`config.mk`:
```
export PLATFORM = sky130hd
export DESIGN_NAME = chunked_adder
export DESIGN_NICKNAME = d
export VERILOG_FILES = /design/src/rtl/chunked_adder_pkg.sv /design/src/rtl/chunked_adder_chunk_add.sv /design/src/rtl/chunked_adder.sv
export SDC_FILE = /design/constraint.sdc
export NUM_CORES = 1
export LEC_CHECK = 0
export ABC_CLOCK_PERIOD_IN_PS = 2500
export CAP_MARGIN = 0
export CELL_PAD_IN_SITES_DETAIL_PLACEMENT = 0
export CELL_PAD_IN_SITES_GLOBAL_PLACEMENT = 1
export CORE_ASPECT_RATIO = 1.25
export CORE_MARGIN = 10
export CORE_UTILIZATION = 26
export CTS_BUF_LIST = sky130_fd_sc_hd__clkbuf_4
export DETAILED_ROUTE_END_ITERATION = 6
export PLACE_DENSITY_LB_ADDON = 0.1
export RECOVER_POWER = 50
export SLEW_MARGIN = 10
export SYNTH_ARGS = -nofsm -noshare
export SYNTH_HDL_FRONTEND = slang
export SYNTH_SLANG_ARGS = --single-unit
```
`constraint.sdc`:
```
create_clock -name clk -period 2.5 [get_ports clk]
set_input_delay 0.375 -clock clk [delete_from_list [all_inputs] [get_ports clk]]
set_output_delay 0.375 -clock clk [all_outputs]
set_load 0.005 [all_outputs]
```
`src/rtl/chunked_adder_pkg.sv`:
```
// Shared types and default geometry for the chunk-serial adder.
package chunked_adder_pkg;

  localparam int unsigned DEFAULT_WIDTH = 16;
  localparam int unsigned DEFAULT_CHUNK = 4;

  typedef enum logic [1:0] {
    IDLE = 2'd0,
    RUN  = 2'd1,
    DONE = 2'd2
  } state_t;

endpackage

```
`src/rtl/chunked_adder_chunk_add.sv`:
```
// chunk_add: combinational CHUNK-bit ripple adder; also exposes the carry into its top bit.
module chunk_add
  import chunked_adder_pkg::*;
#(
  parameter int unsigned CHUNK = DEFAULT_CHUNK
) (
  input  logic [CHUNK-1:0] a,
  input  logic [CHUNK-1:0] b,
  input  logic             ci,
  output logic [CHUNK-1:0] s,
  output logic             co,
  output logic             c_msb
);

  logic [CHUNK:0] c;

  always_comb begin
    c    = '0;
    s    = '0;
    c[0] = ci;
    for (int i = 0; i < int'(CHUNK); i++) begin
      s[i]   = a[i] ^ b[i] ^ c[i];
      c[i+1] = (a[i] & b[i]) | (c[i] & (a[i] ^ b[i]));
    end
  end

  assign co    = c[CHUNK];
  assign c_msb = c[CHUNK-1];

endmodule

```
`src/rtl/chunked_adder.sv`:
```
// Chunk-serial adder: WIDTH-bit add performed CHUNK bits per clock with valid/ready handshakes.
// Define ADDER_SUB_EN to add the sub port (a - b via ~b and carry-in 1).
module chunked_adder
  import chunked_adder_pkg::*;
#(
  parameter int unsigned WIDTH = DEFAULT_WIDTH,
  parameter int unsigned CHUNK = DEFAULT_CHUNK
) (
  input  logic             clk,
  input  logic             rst,
  input  logic             in_valid,
  output logic             in_ready,
  input  logic [WIDTH-1:0] a,
  input  logic [WIDTH-1:0] b,
  input  logic             cin,
`ifdef ADDER_SUB_EN
  input  logic             sub,
`endif
  output logic             out_valid,
  input  logic             out_ready,
  output logic [WIDTH-1:0] sum,
  output logic             cout,
  output logic             ovf
);

  localparam int unsigned NCH = (CHUNK == 0) ? 1 : WIDTH / CHUNK;
  localparam int unsigned IW  = (NCH > 1) ? $clog2(NCH) : 1;

  generate
    if (CHUNK == 0 || (WIDTH % CHUNK) != 0) begin : g_bad_cfg
      $error("chunked_adder: WIDTH must be a non-zero multiple of CHUNK");
    end
  endgenerate

  state_t           state, state_next;
  logic [WIDTH-1:0] a_q, b_q;
  logic [IW-1:0]    idx;
  logic             carry;
  logic [WIDTH-1:0] op_b;
  logic             carry0;
  logic [CHUNK-1:0] ch_s;
  logic             ch_co, ch_msb;
  logic             last;
  logic [31:0]      base;

  // Operand B and initial carry as latched on accept
`ifdef ADDER_SUB_EN
  assign op_b   = sub ? ~b : b;
  assign carry0 = sub ? 1'b1 : cin;
`else
  assign op_b   = b;
  assign carry0 = cin;
`endif

  assign last = (idx == IW'(NCH - 1));
  assign base = 32'(idx) * CHUNK;

  // Operands are shifted right each RUN cycle so the live chunk is always at bit 0
  chunk_add #(.CHUNK(CHUNK)) u_chunk_add (
    .a     (a_q[CHUNK-1:0]),
    .b     (b_q[CHUNK-1:0]),
    .ci    (carry),
    .s     (ch_s),
    .co    (ch_co),
    .c_msb (ch_msb)
  );

  always_comb begin
    state_next = state;
    case (state)
      IDLE:    if (in_valid) state_next = RUN;
      RUN:     if (last) state_next = DONE;
      DONE:    if (out_ready) state_next = IDLE;
      default: state_next = IDLE;
    endcase
  end

  always_ff @(posedge clk) begin
    if (rst) begin
      state     <= IDLE;
      a_q       <= '0;
      b_q       <= '0;
      idx       <= '0;
      carry     <= 1'b0;
      sum       <= '0;
      cout      <= 1'b0;
      ovf       <= 1'b0;
      in_ready  <= 1'b1;
      out_valid <= 1'b0;
    end else begin
      state     <= state_next;
      in_ready  <= (state_next == IDLE);
      out_valid <= (state_next == DONE);
      case (state)
        IDLE: begin
          if (in_valid) begin
            a_q   <= a;
            b_q   <= op_b;
            carry <= carry0;
            idx   <= '0;
          end
        end
        RUN: begin
          a_q               <= a_q >> CHUNK;
          b_q               <= b_q >> CHUNK;
          sum[base +: CHUNK] <= ch_s;
          carry             <= ch_co;
          idx               <= idx + IW'(1);
          if (last) begin
            cout <= ch_co;
            ovf  <= ch_co ^ ch_msb;
          end
        end
        default: ;
      endcase
    end
  end

endmodule

```
[Word level (Yosys, flattened, before mapping)]
Index checks and enable logic that the tools add are counted.
Storage, ports and cells
  bits in registers: 57
  output and inout bits: 20
Operators by class
  reduce and logical (&&, ||, !) cells: 5
  shift operators: 2
  multiplexer cells: 13
  equality and inequality tests: 5
  bitwise operators: 21
  add/sub/neg operators: 2
Operators with widths (count)
  16-bit one-hot mux with 2 select lines: 2
  4-bit negator with 34-bit output: 1
  4-bit by 34-bit variable shift with 16-bit output, first input constant: 1
  4-bit by 34-bit variable part select with 16-bit output: 1
  16-bit 2-to-1 mux: 2
  16-bit bitwise mux: 1
  1-bit XOR: 9
  1-bit AND: 8
  2-bit 2-to-1 mux: 4
  2-bit == test, second input constant: 3
  2-bit one-hot mux with 3 select lines: 1
  2-bit logical NOT: 2
  1-bit OR: 4
  2-bit one-hot mux with 2 select lines: 1
  2-bit AND reduction: 2
  2-bit by 1-bit adder with 2-bit output, second input constant: 1
  2-bit by 1-bit == test with 1-bit output, second input constant: 1
  2-bit != test, second input constant: 1
  1-bit one-hot mux with 2 select lines: 1
  2-bit nonzero test: 1
  1-bit 2-to-1 mux: 1

[Depth between registers and ports, before layout]
  word-level depth: 10
  depth in mapped cells: 7

[Cells and area by module]
A second synthesis with hierarchy kept.
Second synthesis, totals
  cell total of the unflattened synthesis: 275
  area total of the unflattened synthesis: 2700.1 sq um
By module, submodules not included
  chunked_adder: area an instance 2590.0 sq um, instances 1, cells an instance 263
  chunk_add: area an instance 110.1 sq um, instances 1, cells an instance 12

[Worst setup path before layout]
OpenSTA, ideal clock, no wires.
  kind: reg-to-reg
  from: register a_q[0]
  to: register ovf
  setup slack: 0.128 ns
  cell stages (with the launch flop): 8
  period minus slack after synthesis: 2.372 ns
  required time: 2.362 ns
  library setup time: 0.138 ns
  arrival: 2.233 ns
  cells stage by stage: dfxtp_1 -> fa_1 -> fa_1 -> fa_1 -> fa_1 -> xor2_1 -> nor2_1 -> nor3_1
Between the ends
  word-level cells in the longest chain between the ends: 10
  elaborated cells between the ends (all ways): 11
  classes of those cells: bitwise: 11
RTL lines
  from (decl): line chunked_adder.sv:36  | logic [WIDTH-1:0] a_q, b_q;
  from (signal assigned): line chunked_adder.sv:104  | a_q <= a_q >> CHUNK;
  1-bit XOR: line chunked_adder_chunk_add.sv:23  | c[i+1] = (a[i] & b[i]) | (c[i] & (a[i] ^ b[i]));
  1-bit AND: line chunked_adder_chunk_add.sv:23
  1-bit OR *: line chunked_adder_chunk_add.sv:23
  1-bit AND *: line chunked_adder_chunk_add.sv:23
  1-bit OR *: line chunked_adder_chunk_add.sv:23
  1-bit AND *: line chunked_adder_chunk_add.sv:23
  1-bit OR *: line chunked_adder_chunk_add.sv:23
  1-bit AND *: line chunked_adder_chunk_add.sv:23
  1-bit OR *: line chunked_adder_chunk_add.sv:23
  net ch_co: line chunked_adder.sv:42  | logic ch_co, ch_msb;
  1-bit XOR *: line chunked_adder.sv:111  | ovf <= ch_co ^ ch_msb;
  to (signal assigned): line chunked_adder.sv:111
  to (decl): line chunked_adder.sv:23  | output logic ovf
Mark *: on every way through the listed nets, which the timed path passes. The rest lies on a longest branch.
A chain may end at the register's enable or synchronous reset.

[Worst setup path after layout]
  from: register b_q[0]
  to: register sum[11]
Between the ends
  word-level cells in the longest chain between the ends: 10
  elaborated cells between the ends (all ways): 14
  classes of those cells: shift: 1; mux: 1; bitwise: 12
RTL lines
  from (decl): line chunked_adder.sv:36
  from (signal assigned): line chunked_adder.sv:98  | b_q <= op_b;
  from (signal assigned): line chunked_adder.sv:105  | b_q <= b_q >> CHUNK;
  1-bit XOR: line chunked_adder_chunk_add.sv:22, chunked_adder_chunk_add.sv:23
  1-bit AND: line chunked_adder_chunk_add.sv:23
  1-bit OR: line chunked_adder_chunk_add.sv:23
  1-bit AND: line chunked_adder_chunk_add.sv:23
  1-bit OR: line chunked_adder_chunk_add.sv:23
  1-bit AND: line chunked_adder_chunk_add.sv:23
  1-bit OR: line chunked_adder_chunk_add.sv:23
  1-bit XOR: line chunked_adder_chunk_add.sv:22  | s[i] = a[i] ^ b[i] ^ c[i];
  4-bit by 34-bit variable part select with 16-bit output *: line chunked_adder.sv:106  | sum[base +: CHUNK] <= ch_s;
  16-bit bitwise mux *: line chunked_adder.sv:106
  to (signal, indexed assignment): line chunked_adder.sv:106
  to (decl): line chunked_adder.sv:21  | output logic [WIDTH-1:0] sum,
Every way passes the cells marked *; elsewhere a longest branch is shown, timed or not.

==> flow_metrics.tcl <==
set metrics [dict create \
    grt_pass1_wl_um 11400 \
    syn_nets 306 \
    place_hpwl_um 5090 \
    die_area_sq_mm 0.0147 \
    critPathLaunch "b_q[0]" \
    synth_ff_type "dfxtp_1" \
    clock_path_buffers 2 \
    finalMaxSlewViolations 0 \
    ios 57 \
    multi_input_area_sq_mm 0.00134 \
    pwr-share-comb_pct 18.6 \
    vias 2033 \
    yosysTopAreaCellShare_pct 42.9 \
    cts_tree "yes" \
    overflow 0 \
    postRouteAntennaNets 0 \
    cap_violations 0 \
    htree_levels 3 \
    tightest_slew_ns 0.809 \
    synthCells 259 \
    status "finished clean" \
    end_kind "register" \
    synth_area_leaders "dfxtp_1, a211oi_2, mux2i_1" \
    n_antenna_cell 0 \
    cts_hold_buf 0 \
    seq_power_share_pct 52.4 \
    min_period_ns 2.42 \
    hold_class "reg -> reg" \
    startpoint_type "register" \
    drt_iter0_markers 75 \
    cp_data_arrival_time_ns 2.74 \
    r2r-start "b_q[0]" \
    post-route-drc-count 0 \
    core_sq_mm 0.0101 \
    cts_num_sinks 57 \
    dp_cells 433 \
    synth_edf_count 0 \
    fin_cells 448 \
    rows 41 \
    fin_skew_ns 0.0139 \
    clkPwrFrac_pct 29.0 \
    antenna_found_initial 0 \
    final_layout_size_suffix_gt1_share_pct 18.2 \
    numPortBuffers 56 \
    place.gp.congestion 0.724 \
    first_pass_iters 4 \
    ir_drop_mv 0.168 \
    intPower_w 0.00134 \
    p_total_w 0.00191 \
    start_util_pct 26.4 \
    rsz0062_at_grt "yes" \
    p_leak_nw 1.23 \
    hold_violations 0 \
    yosysSeqAreaShare_pct 42.9 \
    maxSlewHeadroom_pct 46.1 \
    regArea_sq_mm 0.00114 \
    fmax_mhz 414 \
    clock_latency_ns 0.41 \
    ys_types 33 \
    n_fill_cell 1079 \
    netlist_top_cells_count "dfxtp_1, nor2_1, mux2i_1" \
    async_flop_share_pct 0 \
    synth.avg_cell_area_sq_um 10.3 \
    ys_ff_latch 57 \
    synthesis.area_sq_mm 0.00266 \
    ctsRootBufferMaster "clkbuf_4" \
    yosysMostFrequentCell "dfxtp_1" \
    die_h_um 133 \
    path_class "reg -> reg" \
    p_sw_w 0.000575 \
    setup_violations 0 \
    grt_pass1_vias 2161 \
    path_clk_slew_ns 0.10 \
    areaGrowthSynthToFinish_pct 28.0 \
    track_usage_pct 9.61 \
    die_width_um 110 \
    avgViaCountPerCell 4.54 \
    period_share_pct 96.7 \
    p_sw_share_pct 30.0 \
    routedWlPerCell_um 15.4 \
    wirelength_um 6920 \
    synth_top_cell_by_area "dfxtp_1" \
    cts_buffers 9 \
    yosysWarnings 0 \
    nNetsFinal 362 \
    powerDensity_mw_per_mm2 563 \
    path_max_fanout 3 \
    grt_max_degree 36 \
    timing.hold.worst.start "sum[6]" \
    required_ns 2.82 \
]
[placed cells by master (no fill, tap or decap), types with 5 or more instances in the layout]
master	synthesis	routed
dfxtp_1	57	55
clkdlybuf4s50_1	0	54
nor2_1	34	34
mux2i_1	26	26
a211oi_2	24	21
a21oi_1	13	12
inv_1	11	11
nand2_1	10	10
clkbuf_4	1	10
a22oi_1	8	8
nand4_1	8	8
o32ai_1	8	7
ha_1	6	6
buf_4	2	6
a211oi_1	2	5
[flip-flops by register name (all words and copies together), names as in the netlist]
signal     flops
cout           1
idx            2
carry          1
b_q           16
state          2
ovf            1
in_ready       1
a_q           16
sum           16
out_valid      1
[logic make-up (layout without fill, tap and decap cells)]
family                     after synthesis  in the layout  share of synthesized area [%]
DFF                                     57             57                           42.9
muxes                                   26             26                           9.79
and+or+nand+nor                         76             76                           14.1
adders and majority gates               10             10                           5.84
AOI/OAI and AO/OA                       58             58                           20.3
xor gates and xnor gates                 1              1                          0.329
buffers and inverters                   31             91                           6.78
[path summary, 6_finish.rpt]
path | endpoint | slack, ns | cells after the start
worst max-delay path | sum[11] | 0.08 | 6
worst min-delay path | sum[6] | 0.46 | 2
worst max register to register | sum[11] | 0.08 | 6
worst min register to register | sum[6] | 0.46 | 2
[power by group through the flow]
stage	registers (W)	clock network [W]	logic, W
after floorplan	0.00101	0	0.000241
after global placement	0.00103	0	0.000367
after detailed placement	0.00103	0	0.000367
final	0.00100	0.000556	0.000356
after CTS	0.00101	0.000578	0.000368
after global routing	0.00101	0.000624	0.000394
[critical path, stage by stage (launching register included)]
cell and delay [ns]:
dfxtp_2 0.34, fa_2 0.39, fa_2 0.37, fa_2 0.40, fa_2 0.62, nand2b_1 0.10
o32ai_1 0.12
[metal layers]
| layer | global-route usage, % | wire length (um) | vias up |
|---|---|---|---|
| met4 | 6.01 | 235 | 0 |
| met2 | 15.1 | 3240 | 52 |
| met3 | 3.26 | 378 | 19 |
| met1 | 10.9 | 3070 | 928 |
| li1 | - | - | 1034 |
| met5 | 0 | 0 | - |
[final cells by class]
| class | count | area share, % |
|---|---|---|
| tap | 129 | 4.74 |
| clock buffer | 10 | 2.21 |
| sequential | 57 | 33.6 |
| clock inverter | 5 | 0.699 |
| multi-input combinational | 171 | 39.5 |
| timing repair buffer | 65 | 18.1 |
| inverter | 11 | 1.21 |
[metrics by stage]
stage	utilization (%)	hold slack (ns)	instance area, sq um	setup slack, ns	TNS (ns)
finish	33.8	0.457	3400	0.0827	0
global route	33.8	0.477	3400	-0.00916	-0.0243
CTS	34.1	0.462	3430	0.00193	0
detailed placement	33.1	0.448	3330	0.0167	0
global placement	33.1	0.444	3330	0.0385	0
floorplan	-	0.448	2660	0.128	0
[what timing repair did]
item,CTS,global route
setup buffers,0,0
endpoints found under the setup margin,0,6
resized for setup,0,8
No activity file was read; power rests on OpenSTA's default activity.
